===== src/rtl/mem_reader_pkg.sv =====
// mem_reader_pkg: shared state type, AXI response codes and default widths for mem_reader
package mem_reader_pkg;
  localparam int MR_DATA_W = 32;
  localparam int MR_ADDR_W = 9;
  localparam int MR_FIFO_DEPTH = 4;
  localparam logic [1:0] RESP_OKAY = 2'b00;
  localparam logic [1:0] RESP_SLVERR = 2'b10;
  typedef enum logic [1:0] {IDLE, ADDR, DATA, DRAIN} mr_state_t;
endpackage


===== src/rtl/mr_fifo.sv =====
// mr_fifo: synchronous FIFO whose head entry is read straight from storage registers
module mr_fifo #(
  parameter int W = 32,
  parameter int DEPTH = 4,
  localparam int AW = $clog2(DEPTH)
) (
  input  logic          clk,
  input  logic          reset,
  input  logic          push_i,
  input  logic [W-1:0]  push_data_i,
  input  logic          pop_i,
  output logic [W-1:0]  pop_data_o,
  output logic          full_o,
  output logic          empty_o,
  output logic [AW:0]   count_o
);
  logic [W-1:0] mem_q [DEPTH];
  logic [AW-1:0] wr_q, wr_d, rd_q, rd_d;
  logic [AW:0] cnt_q, cnt_d;
  logic do_push, do_pop;
  // a pop frees the head slot in the same cycle, so a full FIFO may accept a push alongside it
  always_comb begin
    do_pop = pop_i && cnt_q != '0;
    do_push = push_i && (!cnt_q[AW] || do_pop);
    wr_d = do_push ? wr_q + 1'b1 : wr_q;
    rd_d = do_pop ? rd_q + 1'b1 : rd_q;
    cnt_d = cnt_q + (AW+1)'(do_push) - (AW+1)'(do_pop);
    pop_data_o = mem_q[rd_q];
    full_o = cnt_q[AW];
    empty_o = cnt_q == '0;
    count_o = cnt_q;
  end
  // storage, pointers and occupancy; storage is cleared so the head reads zero out of reset
  always_ff @(posedge clk or posedge reset) begin
    if (reset) begin
      for (int i = 0; i < DEPTH; i++) mem_q[i] <= '0;
      wr_q <= '0;
      rd_q <= '0;
      cnt_q <= '0;
    end else begin
      if (do_push) mem_q[wr_q] <= push_data_i;
      wr_q <= wr_d;
      rd_q <= rd_d;
      cnt_q <= cnt_d;
    end
  end
endmodule


===== src/rtl/mem_reader.sv =====
// mem_reader: AXI4-Lite block reader streaming words out through a small FIFO; MEM_READER_LOOP_EN adds continuous looping with a stop input
module mem_reader
  import mem_reader_pkg::*;
#(
  parameter int DATA_W = MR_DATA_W,
  parameter int ADDR_W = MR_ADDR_W,
  parameter int FIFO_DEPTH = MR_FIFO_DEPTH
) (
  input  logic              clk,
  input  logic              reset,
  input  logic              start,
  input  logic [ADDR_W-1:0] base_addr,
  input  logic [ADDR_W:0]   count,
`ifdef MEM_READER_LOOP_EN
  input  logic              stop,
`endif
  output logic              busy,
  output logic              done,
  output logic              err,
  output logic [ADDR_W-1:0] araddr,
  output logic              arvalid,
  input  logic              arready,
  input  logic [DATA_W-1:0] rdata,
  input  logic [1:0]        rresp,
  input  logic              rvalid,
  output logic              rready,
  output logic [DATA_W-1:0] out_data,
  output logic              out_valid,
  input  logic              out_ready
);
  localparam int CW = $clog2(FIFO_DEPTH) + 1;
  mr_state_t state_q, state_d;
  logic [ADDR_W-1:0] addr_q, addr_d;
  logic [ADDR_W:0] rem_q, rem_d;
  logic err_q, err_d, done_q, done_d;
  logic fifo_full, fifo_empty;
  logic [CW-1:0] fifo_cnt;
  logic push, pop, last_beat;
`ifdef MEM_READER_LOOP_EN
  logic [ADDR_W-1:0] base_q, base_d;
  logic [ADDR_W:0] len_q, len_d;
  logic stop_q, stop_d;
`endif
  mr_fifo #(
    .W(DATA_W),
    .DEPTH(FIFO_DEPTH)
  ) u_fifo (
    .clk(clk),
    .reset(reset),
    .push_i(push),
    .push_data_i(rdata),
    .pop_i(pop),
    .pop_data_o(out_data),
    .full_o(fifo_full),
    .empty_o(fifo_empty),
    .count_o(fifo_cnt)
  );
  // state and transfer bookkeeping registers
  always_ff @(posedge clk or posedge reset) begin
    if (reset) begin
      state_q <= IDLE;
      addr_q <= '0;
      rem_q <= '0;
      err_q <= 1'b0;
      done_q <= 1'b0;
    end else begin
      state_q <= state_d;
      addr_q <= addr_d;
      rem_q <= rem_d;
      err_q <= err_d;
      done_q <= done_d;
    end
  end
`ifdef MEM_READER_LOOP_EN
  // region reload values and the pending stop request
  always_ff @(posedge clk or posedge reset) begin
    if (reset) begin
      base_q <= '0;
      len_q <= '0;
      stop_q <= 1'b0;
    end else begin
      base_q <= base_d;
      len_q <= len_d;
      stop_q <= stop_d;
    end
  end
`endif
  // next state: one outstanding read, FIFO slot checked before each address phase
  always_comb begin
    state_d = state_q;
    addr_d = addr_q;
    rem_d = rem_q;
    err_d = err_q;
    done_d = 1'b0;
`ifdef MEM_READER_LOOP_EN
    base_d = base_q;
    len_d = len_q;
    stop_d = stop_q | stop;
`endif
    last_beat = rem_q == {{ADDR_W{1'b0}}, 1'b1};
    unique case (state_q)
      IDLE: if (start) begin
        err_d = 1'b0;
        done_d = count == '0;
        if (count != '0) begin
          state_d = ADDR;
          addr_d = base_addr;
          rem_d = count;
`ifdef MEM_READER_LOOP_EN
          base_d = base_addr;
          len_d = count;
          stop_d = 1'b0;
`endif
        end
      end
      ADDR: if (arvalid && arready) state_d = DATA;
      DATA: if (rvalid) begin
        err_d = err_q | (rresp != RESP_OKAY);
        rem_d = rem_q - 1'b1;
        addr_d = addr_q + 1'b1;
`ifdef MEM_READER_LOOP_EN
        state_d = stop_d ? DRAIN : ADDR;
        if (!stop_d && last_beat) begin
          addr_d = base_q;
          rem_d = len_q;
        end
`else
        state_d = last_beat ? DRAIN : ADDR;
`endif
      end
      DRAIN: if (fifo_cnt == '0) begin
        state_d = IDLE;
        done_d = 1'b1;
      end
    endcase
  end
  // AXI handshakes, stream control and status derived from the current state
  always_comb begin
    arvalid = state_q == ADDR && !fifo_full;
    rready = state_q == DATA;
    busy = state_q != IDLE;
    araddr = addr_q;
    err = err_q;
    done = done_q;
    out_valid = !fifo_empty;
    push = rready && rvalid;
    pop = out_valid && out_ready;
  end
endmodule


===== config.mk =====
export PLATFORM = sky130hd
export DESIGN_NAME = mem_reader
export DESIGN_NICKNAME = d
export VERILOG_FILES = /design/src/rtl/mem_reader_pkg.sv /design/src/rtl/mr_fifo.sv /design/src/rtl/mem_reader.sv
export SDC_FILE = /design/constraint.sdc
export NUM_CORES = 1
export LEC_CHECK = 0
export CAP_MARGIN = 15
export CORE_MARGIN = 4
export CORE_UTILIZATION = 45
export CTS_BUF_LIST = sky130_fd_sc_hd__clkbuf_4 sky130_fd_sc_hd__clkbuf_8
export CTS_CLUSTER_SIZE = 28
export DETAILED_ROUTE_END_ITERATION = 8
export GPL_ROUTABILITY_DRIVEN = 0
export PLACE_DENSITY = 0.76
export RECOVER_POWER = 25
export SETUP_SLACK_MARGIN = 0.4
export SLEW_MARGIN = 20
export SYNTH_ARGS = -nofsm -noshare
export SYNTH_HDL_FRONTEND = slang
export SYNTH_SLANG_ARGS = --single-unit

===== constraint.sdc =====
create_clock -name clk -period 5.67 [get_ports clk]
set_input_delay 1.134 -clock clk [delete_from_list [all_inputs] [get_ports clk]]
set_output_delay 1.134 -clock clk [all_outputs]
set_load 0.005 [all_outputs]

==> key figures <==
Floorplanning
  • Initial core utilization: 46.18%
  • Num rows: 46
  • Die W: 136.1 um
  • Die H: 136.1 um
  • Core area: 16000 sq um
  • Ports: 106
  • Die area: 18530 sq um

Run
  • Max-cap violations: 0

STA
  • RSZ-0062 raised after global routing: no
  • Worst Tran Pin Value: 1.028 ns
  • Layout Skew: 0.01004 ns
  • Fin crit share: 65.86%
  • Hold WS: 0.4960 ns
  • Post-layout min period: 3.734 ns
  • Setup WS post-layout: 1.936 ns
  • Final Slew Violations: 0
  • Fmax: 267.8 MHz
  • # setup viols final: 0
  • Setup TNS: 0 ns
  • Slew headroom: 31.45%
  • Final Hold Fails: 0

Global route
  • Gr ovfl total: 0
  • Largest net degree at the start of global routing: 159
  • First-pass GRT wire length: 25.72 mm
  • Vias in the first global route: 5112
  • Total track usage: 17.78%
  • Initial antenna violation count: 1

Synthesis
  • Post-synth top area cell: dfrtp_1
  • Async set or reset register ratio after synthesis: 100.0%
  • Post-synth EDFFs: 0
  • Syn_nets: 600
  • Synthesized cell area: 7388 sq um
  • Syn Inst Count: 527
  • Synth top area share: 53.51%
  • Synth unique cells: 48
  • Synth warnings: 0
  • Register area share after synthesis: 53.51%
  • Syn Area/Cell: 14.02 sq um
  • Synth area leaders: dfrtp_1, mux2_2, mux4_2, ha_1, mux2_1
  • Top_reg_cell synth: dfrtp_1
  • Yosys reg bits: 158

Clock network
  • CTS Sinks: 158
  • # Post-CTS Setup Buffers: 0
  • CTS Root Cell: clkbuf_8
  • Worst-Skew Late Latency: 0.44 ns
  • Num CTS Buffers: 17
  • CTS tree: yes
  • Clock buffer depth: 2
  • H-tree levels: 4
  • # resized after CTS: 0
  • Hold buffers post-CTS: 0
  • Clock slew at the register clock pins of the worst setup and hold paths: 0.08 ns

Critical path
  • Element type at the critical path start: flip-flop
  • Worst EP required: 4.54 ns
  • WS Path Type: reg2out
  • Critical path capture point type: output port
  • WP data arrival: 2.60 ns
  • Largest fanout on the critical path: 33

Worst hold path
  • Hold Path Class: reg2reg

Pwr
  • Internal power: 0.003282 W
  • Max rail drop VDD: 0.2737 mV
  • Clock share of power: 17.2%
  • Leakage: 3.971 nW
  • Combinational share of power: 39.9%
  • Flop pwr share: 42.8%
  • Power Density: 531.2 nW/um^2
  • Switching Power: 0.001498 W
  • Net Sw Frac: 31.34%

Routing
  • Vias: 4721
  • WL met2: 7.883 mm
  • Antenna viol nets, final: 0
  • Vias per Instance: 5.528
  • Wire length on met1: 6.573 mm
  • Drt wl/cell: 18.26 um
  • First DRT Iteration DRCs: 164
  • Met3 wire length: 982 um
  • Drt total wl: 15.60 mm
  • Drt drc: 0
  • Highest metal used: met5
  • Initial DRT Pass Iterations: 4

Place
  • Placed wire-length estimate: 10.29 mm
  • Area after DPL: 8601 sq um
  • Port Buffers: 105
  • Place WS: 2.192 ns

Final layout
  • Final Util: 56.24%
  • Share of cells above drive strength 1: 31.03%
  • Area growth syn-to-layout: 21.80%
  • Design Area, Final: 8999 sq um
  • Final nets: 698
  • Antenna Cells: 0

Run status
  • Outcome: finished, final reports clean
kinds of logic (layout without fill, tap and decap cells):
group	count (synthesis)	after routing	share of synthesized area (%)
AO/OA/AOI/OAI	46	46	4.234
XOR/XNOR	5	5	0.5927
adder cells (fa/ha/maj)	14	14	2.473
buffers and inverters	49	160	3.133
flip-flops	158	158	53.51
multiplexers	162	162	29.53
AND/OR/NAND/NOR	93	93	6.520
area by class of cell:
| cell class | count | area (sq um) |
|---|---|---|
| multi-input combinational | 320 | 3213 |
| sequential | 158 | 3959 |
| clock buffer | 23 | 285.3 |
| tap | 216 | 270.3 |
| fill | 1332 | 7002 |
| timing repair buffer | 107 | 1079 |
| inverter | 21 | 82.58 |
| clock inverter | 9 | 110.1 |
cells in the mapped netlist, types with 3 or more instances:
library cell / number
o22ai_1: 4
nand3_1: 10
ha_1: 13
nor3_1: 13
inv_1: 21
clkbuf_1: 5
a22oi_1: 5
mux2_1: 13
mux2_2: 115
o21ai_1: 3
mux4_2: 32
nand2_1: 31
nand4b_1: 3
xnor2_1: 4
nor2_1: 16
buf_6: 3
a21oi_1: 10
dfrtp_1: 158
and3_1: 3
buf_2: 20
o21ai_0: 11
routing by layer:
layer / track usage (%) / vias to the layer above
li1: - / 2126
met1: 22.44 / 2445
met2: 30.21 / 130
met3: 5.699 / 18
met4: 3.751 / 2
met5: 0 / -
power groups by stage:
stage,Combinational [W],Clock (W),Sequential (W)
final,0.00191,0.000824,0.00205
after global routing,0.00208,0.000902,0.00213
after CTS,0.00194,0.000848,0.00205
after detailed placement,0.00193,0,0.00207
after global placement,0.00187,0,0.00202
after floorplan,0.00132,0,0.00185
sequential cells by signal (all words and copies together) (netlist names):
register        cells
u_fifo.mem_q      128
u_fifo.rd_q         2
araddr              9
rem_q              10
u_fifo.count_o      3
done                1
err                 1
u_fifo.wr_q         2
state_q             2
cells in the final DEF, fill, tap and decap left out, types with 3 or more instances in the layout:
cell type,Yosys,layout
a22oi_1,5,5
inv_1,21,20
nand3_1,10,10
mux4_2,32,32
dfrtp_1,158,156
nor2_1,16,16
mux2_1,13,13
nand2_1,31,27
clkdlybuf4s50_1,0,103
nand4b_1,3,3
a21oi_1,10,10
mux2_2,115,115
o22ai_1,4,4
nand2_2,0,4
clkbuf_4,0,5
ha_1,13,13
o21ai_0,11,11
nor3_1,13,13
and3_1,3,3
o21ai_1,3,3
clkinvlp_4,0,4
clkbuf_8,0,18
xnor2_1,4,4
metrics by stage:
stage	power, W	cells
6_report	0.004780	854
5_1_grt	0.005111	854
4_1_cts	0.004843	854
3_5_place_dp	0.004006	822
3_3_place_gp	0.003892	822
2_1_floorplan	0.003161	527
final timing paths:
| path | startpoint | endpoint | slack (ns) | depth (start not counted) |
|---|---|---|---|---|
| min in group asynchronous | reset | err | 1.37 | 3 |
| worst max-delay path | u_fifo.rd_q[1] | out_data[15] | 1.94 | 2 |
| worst min-delay path | u_fifo.mem_q[123] | u_fifo.mem_q[123] | 0.50 | 1 |
| worst max register to register | state_q[0] | rem_q[4] | 2.43 | 8 |
| worst min register to register | u_fifo.mem_q[123] | u_fifo.mem_q[123] | 0.50 | 1 |
| max in group asynchronous | reset | u_fifo.rd_q[0] | 3.62 | 3 |
worst max-delay path: stages, from the launching register on:
cell and delay (ns):
dfrtp_2 1.05, mux4_2 0.63, clkdlybuf4s50_1 0.47
Power figures use the tool's default switching activity.
